$ cat src/rtl/occ_pkg.sv
// Shared Occ data-path definitions: default ROM geometry and the channel tag
// carried alongside each outstanding ROM read.
package occ_pkg;

   localparam int OCC_ADDR_W = 8;
   localparam int OCC_DATA_W = 32;
   localparam int OCC_ID_W   = 4;

   // id is sized for the largest channel count; narrower builds use the low bits.
   typedef struct packed {
      logic                valid;
      logic [OCC_ID_W-1:0] id;
   } occ_tag_t;

endpackage

$ cat src/rtl/occ_data_path_arb_rr_arbiter.sv
// Combinational round-robin arbiter: grants the first requester at or after
// the pointer, wrapping modulo N_CH.
module rr_arbiter #(
   parameter int  N_CH = 4,
   localparam int CH_W = (N_CH > 1) ? $clog2(N_CH) : 1
) (
   input  logic [N_CH-1:0] req_i,
   input  logic [CH_W-1:0] ptr_i,
   output logic [N_CH-1:0] gnt_o,
   output logic [CH_W-1:0] gnt_id_o,
   output logic            gnt_vld_o
);

   logic [CH_W-1:0] idx;

   always_comb begin
      gnt_o     = '0;
      gnt_id_o  = '0;
      gnt_vld_o = 1'b0;
      idx       = '0;
      for (int k = 0; k < N_CH; k++) begin
         idx = CH_W'((int'(ptr_i) + k) % N_CH);
         if (!gnt_vld_o && req_i[idx]) begin
            gnt_vld_o  = 1'b1;
            gnt_o[idx] = 1'b1;
            gnt_id_o   = idx;
         end
      end
   end

endmodule

$ cat src/rtl/occ_data_path_arb.sv
// Shares one Occ ROM read port among N_CH channels; a tag pipeline matching the
// ROM latency steers each returned word back to the channel that asked for it.
module occ_data_path_arb
   import occ_pkg::*;
#(
   parameter int  N_CH    = 4,
   parameter int  ADDR_W  = OCC_ADDR_W,
   parameter int  DATA_W  = OCC_DATA_W,
   parameter int  ROM_LAT = 1,
   localparam int CH_W    = (N_CH > 1) ? $clog2(N_CH) : 1
) (
   input  logic                     clk,
   input  logic                     rst,
   input  logic [N_CH-1:0]          storage_ce,
   input  logic [N_CH*ADDR_W-1:0]   storage_addr,
   output logic [N_CH-1:0]          busy,
   output logic [N_CH*DATA_W-1:0]   data_to_alu,
   output logic [N_CH-1:0]          done,
   output logic                     rom_ce,
   output logic [ADDR_W-1:0]        rom_addr,
   input  logic [DATA_W-1:0]        rom_data,
   output logic                     ovf_err
);

   logic [N_CH-1:0]        pend_q, pend_d, accept, gnt, done_q;
   logic [ADDR_W-1:0]      addr_q [N_CH];
   occ_tag_t               tag_q [ROM_LAT+1];
   logic [CH_W-1:0]        ptr_q, ptr_d, gnt_id, cap_id;
   logic                   gnt_vld;
   logic [N_CH*DATA_W-1:0] data_q;
   logic                   rom_ce_q;
   logic [ADDR_W-1:0]      rom_addr_q;
   logic                   ovf_q, ovf_d;

   rr_arbiter #(.N_CH(N_CH)) u_rr (
      .req_i     (pend_q),
      .ptr_i     (ptr_q),
      .gnt_o     (gnt),
      .gnt_id_o  (gnt_id),
      .gnt_vld_o (gnt_vld)
   );

   // A channel stays busy from acceptance until its done cycle ends, which
   // limits every channel to a single outstanding read.
   for (genvar gi = 0; gi < N_CH; gi++) begin : g_busy
      logic inflight;
      always_comb begin
         inflight = 1'b0;
         for (int s = 0; s <= ROM_LAT; s++) begin
            if (tag_q[s].valid && tag_q[s].id == OCC_ID_W'(gi)) inflight = 1'b1;
         end
      end
      assign busy[gi] = pend_q[gi] | inflight | done_q[gi];
   end

   always_comb begin
      accept = storage_ce & ~busy;
      pend_d = (pend_q & ~gnt) | accept;
      ovf_d  = ovf_q | (|(storage_ce & busy));
      ptr_d  = ptr_q;
      if (gnt_vld) ptr_d = (gnt_id == CH_W'(N_CH - 1)) ? '0 : gnt_id + CH_W'(1);
      cap_id = CH_W'(tag_q[ROM_LAT].id);
   end

   always_ff @(posedge clk or posedge rst) begin
      if (rst) begin
         pend_q     <= '0;
         ptr_q      <= '0;
         done_q     <= '0;
         data_q     <= '0;
         rom_ce_q   <= 1'b0;
         rom_addr_q <= '0;
         ovf_q      <= 1'b0;
         for (int c = 0; c < N_CH; c++) addr_q[c] <= '0;
         for (int s = 0; s <= ROM_LAT; s++) tag_q[s] <= '0;
      end else begin
         pend_q   <= pend_d;
         ptr_q    <= ptr_d;
         ovf_q    <= ovf_d;
         rom_ce_q <= gnt_vld;
         if (gnt_vld) rom_addr_q <= addr_q[gnt_id];
         tag_q[0] <= '{valid: gnt_vld, id: OCC_ID_W'(gnt_id)};
         for (int s = 1; s <= ROM_LAT; s++) tag_q[s] <= tag_q[s-1];
         // The last tag stage lines up with rom_data for the read it describes.
         for (int c = 0; c < N_CH; c++) begin
            if (accept[c]) addr_q[c] <= storage_addr[c*ADDR_W +: ADDR_W];
            done_q[c] <= tag_q[ROM_LAT].valid && (cap_id == CH_W'(c));
            if (tag_q[ROM_LAT].valid && (cap_id == CH_W'(c)))
               data_q[c*DATA_W +: DATA_W] <= rom_data;
         end
      end
   end

   assign done        = done_q;
   assign data_to_alu = data_q;
   assign rom_ce      = rom_ce_q;
   assign rom_addr    = rom_addr_q;
   assign ovf_err     = ovf_q;

endmodule
$ cat config.mk
export PLATFORM = sky130hd
export DESIGN_NAME = occ_data_path_arb
export DESIGN_NICKNAME = d
export VERILOG_FILES = /design/src/rtl/occ_pkg.sv /design/src/rtl/occ_data_path_arb_rr_arbiter.sv /design/src/rtl/occ_data_path_arb.sv
export SDC_FILE = /design/constraint.sdc
export NUM_CORES = 1
export LEC_CHECK = 0
export CORE_UTILIZATION = 45
export CTS_CLUSTER_SIZE = 40
export DETAILED_ROUTE_END_ITERATION = 16
export PLACE_DENSITY = 0.76
export SETUP_SLACK_MARGIN = 0.2
export SLEW_MARGIN = 25
export SYNTH_ARGS = -nofsm -noshare
export SYNTH_HDL_FRONTEND = slang
export SYNTH_SLANG_ARGS = --single-unit
$ cat constraint.sdc
create_clock -name clk -period 14.05 [get_ports clk]
set_input_delay 1.405 -clock clk [delete_from_list [all_inputs] [get_ports clk]]
set_output_delay 1.405 -clock clk [all_outputs]
set_load 0.02 [all_outputs]
# [Word-level counts from Yosys, hierarchy flattened]
# Index checks and enable logic that the tools add are counted.
[totals] ff_bits=185 inputBits=70 word_cells=119 output_inout_bits=146
[op_classes] addsub=4 n_mux=40 magnitude_cmp=9 reduce_logical=23 n_bitwise=19 eq_ne=7
[op_table] op="1-bit two-way mux" count=20
[op_table] op="8-bit binary-select mux with 2-bit select" count=1
[op_table] op="1-bit logical AND" count=16
[op_table] op="4-bit two-way mux" count=4
[op_table] op="8-bit two-way mux" count=2
[op_table] op="4-bit OR" count=4
[op_table] op="4-bit AND" count=3
[op_table] op="2-bit by 3-bit less-than comparator with 1-bit output (second input constant)" count=4
[op_table] op="2-bit == test (second input constant)" count=5
[op_table] op="2-bit two-way mux" count=5
[op_table] op="1-bit OR" count=9
[op_table] op="1-bit binary-select mux with 2-bit select" count=4
[op_table] op="1-bit demux with 2-bit select" count=4
[op_table] op="2-bit by 1-bit greater-or-equal comparator with 1-bit output (second input constant)" count=4
[op_table] op="4-bit logical NOT" count=2
[op_table] op="4-bit NOT" count=2
[op_table] op="2-bit by 1-bit adder with 2-bit output (second input constant)" count=2
[op_table] op="2-bit adder (second input constant)" count=2
[op_table] op="2-bit by 1-bit == test with 1-bit output (second input constant)" count=2
[op_table] op="4-bit OR reduction" count=1
[op_table] op="3-bit greater-or-equal comparator (second input constant)" count=1
[op_table] op="1-bit logical NOT" count=3
[op_table] op="2-bit NOT with 3-bit output" count=1
[op_table] op="2-bit logical NOT" count=1

# [Logic depth before layout (Yosys ltp)]
# Gate-level depths: netlist of the first run.
[depth] ltp_word=16 ltp_mapped=12 depth_no_buf=8

# [Hierarchy]
# A second synthesis of the first run with hierarchy kept.
[hier_totals] cells_unflattened=605 area_unflattened_um2=7524.7
[modules_own_cells] mod="occ_data_path_arb" area_per_inst_um2=7105.6 seq_area_each_um2=4629.4 n_inst=1 cells_per_inst=560
[modules_own_cells] mod="rr_arbiter" area_per_inst_um2=419.2 seq_area_each_um2=0.0 n_inst=1 cells_per_inst=45

# [Worst setup path after synthesis of the first run]
# OpenSTA, ideal clock, no wires.
[synth_timing] kind="flip-flop to flip-flop" from="reg ptr_q[0]" to="reg rom_addr_q[0], in the netlist rom_addr[0]" path_stages_with_launch=12 path_slack_ns=11.318 setup_time_ns=0.123 t_required_ns=13.927 path_buffers=5 arrival_ns=2.609 period_less_slack_ns=2.732 path_cell_list="dfrtp_1 > buf_6 > buf_2 > inv_1 > ha_1 > buf_4 > mux2_2 > a211oi_2 > buf_4 > buf_4 > mux2i_1 > a21oi_1"
[synth_between] elab_chain_len=16 word_cells_on_any_way=29 cone_classes="add/sub: 3; mux: 19; bitwise: 1; reduce/logical: 6"
[synth_rtl] element="start: declaration" line_no="occ_data_path_arb.sv:28" text="logic [CH_W-1:0] ptr_q, ptr_d, gnt_id, cap_id;"
[synth_rtl] element="start signal: assignment" line_no="occ_data_path_arb.sv:78" text="ptr_q <= ptr_d;"
[synth_rtl] element="parallel branches: the longest is 16 deep, another holds 2-bit by 1-bit adder with 2-bit output"
[synth_rtl] element="end signal: assignment" line_no="occ_data_path_arb.sv:81" text="if (gnt_vld) rom_addr_q <= addr_q[gnt_id];"
[synth_rtl] element="end: declaration" line_no="occ_data_path_arb.sv:32" text="logic [ADDR_W-1:0] rom_addr_q;"
# Parallel ways; which one is timed is not known. The select of a mux whose other input is x is not followed.
# A chain may end at the register's enable or synchronous reset.

# [Final worst setup path of the first run]
[layout_timing] from="reg tag_q[4] in the netlist's numbering" to="out busy[3]"
[layout_between] elab_chain_len=4
[layout_rtl] element="start: declaration" line_no="occ_data_path_arb.sv:27" text="occ_tag_t tag_q [ROM_LAT+1];"
[layout_rtl] element="1-bit logical AND" line_no="occ_data_path_arb.sv:50" text="if (tag_q[s].valid && tag_q[s].id == OCC_ID_W'(gi)) inflight = 1'b1;"
[layout_rtl] element="1-bit two-way mux" line_no="occ_data_path_arb.sv:50"
[layout_rtl] element="1-bit OR (2 in series)" line_no="occ_data_path_arb.sv:53" text="assign busy[gi] = pend_q[gi] | inflight | done_q[gi];"
[layout_rtl] element="end: declaration" line_no="occ_data_path_arb.sv:16" text="output logic [N_CH-1:0] busy,"
# No other way between the ends.

==> impl_results.md, run 1 <==
* RR Endpoint: rom_addr[6]
* Wire length per cell at 18.4 µm
* First-pass GRT wire length at 32,100 µm
* PD cells at 300 nW/µm²
* DRC at 0
* I/O Buffers at 215
* Final instance area at 10,600 µm²
* Worst Skew at 11.8 ps
* Dpl hpwl at 13,800 µm
* Largest net degree at the start of global routing at 108
* Post-DP Area at 9960 µm²
* Pleak at 4.75 nW
* Io pins at 216
* Max-cap check violation count at 0
* Status: completed
* Core area at 16,500 µm²
* Cts-stage hold buffer count at 0
* Synth warn at 0
* Starting Density at 46.1%
* Asr flop ratio synth at 100%
* Max Slew Vio Count at 0
* Clock buffer count from CTS at 17
* Final Hold Viols at 0
* Drt total wl at 19,800 µm
* Starting DRT DRC Count at 312
* Clk Latency, worst-skew pair at 430 ps
* Vias in the first global route at 6,036
* Synth cell types at 41
* Detailed Routing Iterations Pass 1 at 6
* Antenna-violating nets left at 0
* Aggregate global-route resource usage at 24.0%
* Critical Path AT at 2600 ps
* Number of setup buffers added after CTS at 0
* Detailed-route via count at 5,655
* Met1 Use GR at 29.7%
* Met2 Usage GRT at 39.0%
* #FFs+latches synth at 185
* Share of cells above drive strength 1 at 18.2%
* Cells after Synth at 637
* Crit path capture type: output port
* CTS tree: yes
* VDD IR max at 0.137 mV
* Syn Area/Cell at 12.0 µm²
* N_diodes at 0
* Placer Congestion at 0.883
* Grt peak-use layer: met2
* CP Max Fanout at 34
* Min-delay worst type: flop to flop
* Area Overhead vs Synth at 38.9%
* CP required at 12,650 ps
* Hold_ws at 471 ps
* Gr ovfl total at 0
* Die X at 132 µm
* F_max at 250 MHz
* Worst r2r src: ptr_q[0]
* Worst Hold Launch: ovf_err
* Clock Tree Root: clkbuf_16
* Number of placement rows at 47
* Max_slew headroom at 36.7%
* RSZ-0062 raised after global routing: false
* Fin nets at 922
* H-Tree Depth at 4
* Post-Syn Nets at 713
* Final setup vio count at 0
* Register area share after synthesis at 60.8%
* Post-synthesis instance area at 7620 µm²
* R2R cell count at 8
* Worst setup path startpoint: tag_q[4]
* Clock transition at the registers of the reported paths at 70 ps
* Cts repair resizes at 0
* Grt met3 use at 5.38%
* Die Area at 17,400 µm²
* Setup CP Type: flop to output port
* Worst-margin pin slew at 949 ps
* Clock buffer depth at 2
* CTS Sinks at 185
* Period utilisation layout at 28.5%
* Final worst path period need at 4010 ps
* Fin Setup TNS at 0 ps
* Worst Setup EP: busy[3]
* Crit start category: flop
* Ys flop type: dfrtp_1
* Die Ht at 132 µm
* EDFF count, synth at 0
* Reg2reg setup slack at 10,700 ps
* Initial antenna violation count at 0
* Vias per Instance at 5.24
[power by group]
group          switching, mW  leakage (nW)  internal [mW]
clock network          0.214         0.282          0.260
logic                  0.891          2.26          0.810
registers              0.187          2.21          0.812
total                   1.29          4.75           1.88
[layout by cell type (no fill, tap or decap), types with 4 or more instances in the layout]
cell type        count
nor2_1              13
a222oi_1             5
o21ai_0              5
a311oi_2             6
buf_4                4
nor2b_1              7
mux2_2              99
clkdlybuf4s50_1    215
inv_1               12
clkbuf_16           17
nand2_1            208
a32o_1               4
a211oi_1             5
ha_1                 6
inv_6                5
dfrtp_1            185
mux2i_1             14
[worst min-delay path by stage]
stage	endpoint	slack, ps	cells past startpoint
2_1_floorplan	cap_id[0]	410	0
3_3_place_gp	cap_id[0]	450	0
3_5_place_dp	cap_id[0]	450	0
4_1_cts	cap_id[0]	470	0
5_1_grt	cap_id[0]	500	0
6_report	ovf_err	470	2
[worst max-delay path: stages, from the launching register on]
cell and delay [ps]:
dfrtp_1 400, nand3_2 740, nand2_1 380, clkdlybuf4s50_1 650
[flip-flops by register name (all words and copies together) (netlist names)]
| register | count |
|---|---|
| rom_addr | 8 |
| rom_ce | 1 |
| pend_q | 4 |
| tag_q | 3 |
| addr_q | 32 |
| cap_id | 2 |
| done | 4 |
| data_to_alu | 128 |
| ovf_err | 1 |
| ptr_q | 2 |
[Yosys cell counts (2+ instances only)]
cell type | instances | area, µm²
a211oi_1 | 5 | 37.5
a211oi_2 | 3 | 37.5
a21oi_1 | 3 | 15.0
a222oi_1 | 5 | 50.1
a311oi_1 | 2 | 17.5
a311oi_2 | 6 | 90.1
a31o_2 | 2 | 17.5
a32o_1 | 4 | 40.0
and3_1 | 2 | 12.5
buf_1 | 3 | 11.3
buf_2 | 7 | 35.0
buf_4 | 3 | 22.5
clkbuf_1 | 17 | 63.8
dfrtp_1 | 185 | 4630
ha_1 | 6 | 75.1
inv_1 | 13 | 48.8
mux2_2 | 99 | 1110
mux2i_1 | 14 | 140
mux4_2 | 2 | 45.0
nand2_1 | 208 | 781
nand2b_1 | 2 | 12.5
nand3b_1 | 2 | 15.0
nor2_1 | 13 | 48.8
nor2b_1 | 7 | 43.8
nor3b_1 | 3 | 22.5
nor4_1 | 2 | 12.5
o21ai_0 | 5 | 25.0
[cells by family after synthesis]
| kind of cell | share of synthesized area, % |
|---|---|
| xor+xnor | 0.115 |
| mux | 17.4 |
| fa+ha+maj | 0.986 |
| flops | 60.8 |
| compound gates | 5.01 |
| simple gates | 13.0 |
| buf+inv | 2.73 |
[final cells by class]
class                           count  area, µm²
Fill cell                        1217       5950
Multi-Input combinational cell    407       2800
Clock buffer                       20        457
Inverter                           13       53.8
Clock inverter                     12        129
Tap cell                          220        275
Sequential cell                   185       4630
Timing Repair Buffer              222       2240
[layer usage]
metal	vias up	share of wire, %
met1	2850	41
met5	-	0
met3	51	4.9
met2	191	50
met4	0	4.1
li1	2563	-
[metrics by stage]
step                      util, %  power, mW  std cells  setup WS [ps]
final                        64.0       3.17       1079          10040
after global placement       60.2       2.62       1045          10440
after detailed placement     60.3       2.70       1046          10370
after global routing         64.0       3.36       1079           9890
after floorplan                 -       2.03        637           7620
after CTS                    63.8       3.19       1078           9990
Note: power is estimated with default switching activity, not from simulation.
==> inputs of run 2 (changes only) <==
- clock period: 14.05 -> 3.83 ns (I/O delays scaled with it)
==> run 2 against run 1 <==
Against the previous run:
- sequential power grew to 3.7 times the previous value
- critical path depth is 5 higher
- register-to-register slack got worse by 10000 ps
- via count is 0.48% higher
- global-route usage is 0.48 points higher
- power grew to 3.7 times the previous value
- clock-buffer cell count unchanged
- critical endpoint is now rom_addr[6]
- largest cell class unchanged
==> impl_results.md, run 2 (synthesis gave the netlist of run 1 again) <==
* Detailed Routing Iterations Pass 1 at 6
* # fillers at 1,195
* Critical Path Max Stage Delay at 760 ps
* Worst setup path startpoint: ptr_q[0]
* Commonest non-fill, non-tap cell in the layout: clkdlybuf4s50_1
* Crit start category: flop
* Max reg flops at 128
* Final instance area at 10,600 µm²
* Die Ht at 132 µm
* CP Buf/Inv Count at 1
* Starting Density at 46.1%
* Setup ws final at 491 ps
* N_diodes at 0
* Antenna-violating nets left at 0
* Min-delay worst type: input pin to async pin
* Vias in the first global route at 5,758
* I/O Buffers at 215
* Die X at 132 µm
* Setup CP Type: flop to flop
* Period utilisation layout at 87.2%
* Vias per Instance at 5.27
* Cts repair resizes at 0
* Number of setup buffers added after CTS at 0
* Worst Skew at 7.85 ps
* Number of placement rows at 47
* Max Slew Vio Count at 0
* Placer Congestion at 0.893
* Cell Count, Final, Fillers Out at 1,078
* PD cells at 1100 nW/µm²
* Final setup vio count at 0
* Placed cells at 1,046
* VDD IR max at 0.458 mV
* Largest net degree at the start of global routing at 80
* Die Area at 17,400 µm²
* Cts-stage hold buffer count at 0
* Wire length per cell at 18.9 µm
* Clock buffer count from CTS at 17
* Final worst path period need at 3340 ps
* F_max at 300 MHz
* CP Max Fanout at 19
* CTS Sinks at 185
* Clock buffer depth at 2
* Drt total wl at 20,400 µm
* Pleak at 4.75 nW
* H-Tree Depth at 4
* Multi-input logic area at 2800 µm²
* Worst-margin pin slew at 806 ps
* Status: completed
* Initial antenna violation count at 0
* Storage cell area at 4630 µm²
* Delay-heaviest family, CP: compound AO/OA/AOI/OAI gates
* Dpl ws at 585 ps
* Io pins at 216
* Gr ovfl total at 0
* Crit path max-delay cell type: dfrtp_1
* Max_slew headroom at 46.3%
* Post-DP Area at 9980 µm²
* Final Util at 64.0%
* Aggregate global-route resource usage at 24.5%
* Clk Latency, worst-skew pair at 430 ps
* Fin nets at 922
* CTS tree: yes
* Final Hold Viols at 0
* Max-cap check violation count at 0
* Clock transition at the registers of the reported paths at 70 ps
* RSZ-0062 raised after global routing: false
* Core area at 16,500 µm²
* Most frequent cells in the layout: 215 x clkdlybuf4s50_1, 208 x nand2_1, 185 x dfrtp_1
* Critical Path AT at 3600 ps
* Clock Tree Root: clkbuf_16
* First-pass GRT wire length at 32,500 µm
* Detailed-route via count at 5,682
* Crit path capture type: flop
* Share of cells above drive strength 1 at 18.2%
* Crit-path cells: inv_1, ha_1, mux2_2, mux2i_1, o21ai_0, a41o_4, a211oi_1, a311oi_2
* DRC at 0
* CP required at 4100 ps
* Area Overhead vs Synth at 39.0%
* Starting DRT DRC Count at 452
* Worst r2r src: ptr_q[0]
* Dpl hpwl at 13,900 µm
* Fin Setup TNS at 0 ps
## run 2: layer usage
| layer | vias up | share of wire (%) | GRT usage, % |
|---|---|---|---|
| li1 | 2565 | - | - |
| met2 | 220 | 49 | 38.9 |
| met3 | 40 | 6.1 | 6.04 |
| met1 | 2857 | 41 | 31.6 |
| met5 | - | 0 | 0 |
| met4 | 0 | 3.2 | 11.4 |
## run 2: path summary, 6_finish.rpt
check                                  end  slack (ps)  cells past startpoint
setup / recovery               rom_addr[6]         490                      8
hold / removal             data_to_alu[24]         250                      2
setup reg to reg               rom_addr[6]         490                      8
hold reg to reg                    ovf_err         470                      2
max in group asynchronous      rom_addr[2]        2890                      3
min in group clk                   ovf_err         470                      2
## run 2: where the power goes
group	switching, mW	internal [mW]
clock network	0.771	0.990
logic	3.25	2.94
registers	0.712	2.98
## run 2: cell type report
type | count | share of cell area [%]
clock buffer | 20 | 4.22
multi-input combinational | 407 | 26.4
inverter | 13 | 0.497
timing repair buffer | 222 | 21.2
clock inverter | 11 | 1.32
tap | 220 | 2.60
sequential | 185 | 43.7
## run 2: stage by stage
step | hold WS [ps] | power [mW]
4_1_cts | 477 | 11.7
2_1_floorplan | 410 | 7.45
3_3_place_gp | 457 | 9.61
5_1_grt | 257 | 12.3
6_report | 251 | 11.6
3_5_place_dp | 461 | 9.90
==> variant, RTL diff (flow settings as in run 2) <==
Add an input register stage for `rom_data`; this delays it by one clock. The other inputs are not delayed to match.
--- a/src/rtl/occ_data_path_arb.sv
+++ b/src/rtl/occ_data_path_arb.sv
@@ -21,6 +21,12 @@
    input  logic [DATA_W-1:0]        rom_data,
    output logic                     ovf_err
 );
+
+   logic [DATA_W-1:0] rom_data_q;
+
+   always_ff @(posedge clk) begin
+      rom_data_q <= rom_data;
+   end
 
    logic [N_CH-1:0]        pend_q, pend_d, accept, gnt, done_q;
    logic [ADDR_W-1:0]      addr_q [N_CH];
@@ -86,7 +92,7 @@
             if (accept[c]) addr_q[c] <= storage_addr[c*ADDR_W +: ADDR_W];
             done_q[c] <= tag_q[ROM_LAT].valid && (cap_id == CH_W'(c));
             if (tag_q[ROM_LAT].valid && (cap_id == CH_W'(c)))
-               data_q[c*DATA_W +: DATA_W] <= rom_data;
+               data_q[c*DATA_W +: DATA_W] <= rom_data_q;
          end
       end
    end
Behaviour: same outputs for any inputs over 4 cycles, from zero or initial values and one cycle with rst high; that may be too few to reach the edited logic, so the function may still have changed.
==> variant against run 2 <==
- total power increased by 10%
- sequential cell count is 32 higher
- sequential share of layout area rose by 1.8 points
- count of clock-buffer cells in the layout up 12
- cell area is 9.3% higher
- combinational power rose by 0.8%
- core utilization grew 0.35 points
- sequential power is 8.1% higher
- wire length increased by 1.3%
- area after synthesis up 8.5%
- die area grew 8.4%
- non-clock buffer count up 2
- largest cell class unchanged
- setup slack improved by 0.37 ns
==> variant: results (changes against run 2) <==
outcome: "complete, no violations"
vias_per_cell: 5.03  # -4.6%
ctsLongestPathBuffers: 3  # +1
fillers: 1389  # +16%
dp.final_hpwl_mm: 13.2  # -4.8%
synth_common_cells: "213 x nand2_1, 185 x dfrtp_1, 96 x mux2_2, 32 x dfxtp_1, 17 x clkbuf_1"
grt_pass1_wl_mm: 31.7  # -2.5%
cp_max_fo: 18  # -1
fmax_mhz: 337  # +13%
hold_class: "in2reg"
p_int_mw: 7.94  # +15%
drt_iter0_drc: 237  # -48%
post_drt_wl_per_cell_um: 18.0  # -4.5%
synthDistinctLibCells: 45  # +9.8%
dp_slack_ns: 0.985  # +0.399 ns
first_pass_iters: 4  # -2
cts_max_level: 1  # -3
slew_headroom_pct: 43.4  # -2.8 points
synth_seq_area_share_pct: 63.8  # +3.0 points
synth_fp_nets: 751  # +5.3%
cts_buffers: 24  # +7
startpoint: "ptr_q[1]"
synth.area.top_cells: "dfrtp_1 56%, mux2_2 13%, nand2_1 9.7%"
avgSynthCellArea_um2: 12.2  # +2.4%
p_leak_nw: 5.15  # +8.5%
drive_gt1_share_pct: 18.5  # +0.31 points
finalNonFillerCells: 1143  # +6.0%
worst_clock_skew_ns: 0.00683  # -0.00102 ns
gp_congestion: 0.830  # -7.1%
==> variant: power groups by stage <==
stage          clock (mW)  sequential (mW)  combinational, mW
2_1_floorplan           0             4.76               3.07
3_3_place_gp            0             3.98               6.16
3_5_place_dp            0             4.02               6.26
4_1_cts              2.65             4.00               6.31
5_1_grt              2.73             4.13               6.72
6_report             2.60             3.99               6.24
==> variant: layout make-up <==
type	count	area (µm²)	area share, %
multi-input combinational	421	2820	24.4
tap	229	287	2.48
timing repair buffer	224	2240	19.4
clock buffer	32	702	6.07
sequential	217	5270	45.6
clock inverter	12	213	1.84
inverter	8	33.8	0.292
==> variant: worst max-delay path: stages (launching register included) <==
cell,delay [ns]
dfrtp_1,0.58
inv_1,0.16
ha_1,0.40
mux4_2,0.41
nor2b_4,0.25
a21o_1,0.44
nor2_8,0.16
a211oi_1,0.34
a211oi_2,0.06
==> variant: cell families after synthesis <==
logic type                 count (synthesis)  synth area share, %
AOI/OAI and AO/OA                         52                 5.50
DFF                                      217                 63.8
xor gates and xnor gates                   2                0.212
muxes                                    106                 14.6
buffers and inverters                     37                 2.26
adders and majority gates                  6                0.908
and+or+nand+nor                          255                 12.8
==> variant: worst paths after layout <==
kind | to | slack, ns | depth (start not counted)
worst min register to register | data_to_alu[65] | 0.46 | 2
max in group asynchronous | data_to_alu[83] | 2.97 | 3
min in group asynchronous | addr_q[0] | 0.38 | 3
worst min-delay path | rom_data_q[8] | 0.32 | 1
worst max-delay path | rom_addr[1] | 0.86 | 8
worst max register to register | rom_addr[1] | 0.86 | 8
==> variant: routing by layer <==
layer	share of wire (%)	track usage, %	vias to the layer above
met1	42	28.2	2843
met4	2.5	6.35	0
met3	8.7	6.99	30
met2	47	35.6	176
li1	-	-	2700
met5	0	0	-
==> variant: metrics by stage <==
stage,total power [mW],area [µm²]
2_1_floorplan,7.84,8270
3_3_place_gp,10.1,10700
3_5_place_dp,10.3,10700
4_1_cts,13.0,11600
5_1_grt,13.6,11600
6_report,12.8,11600
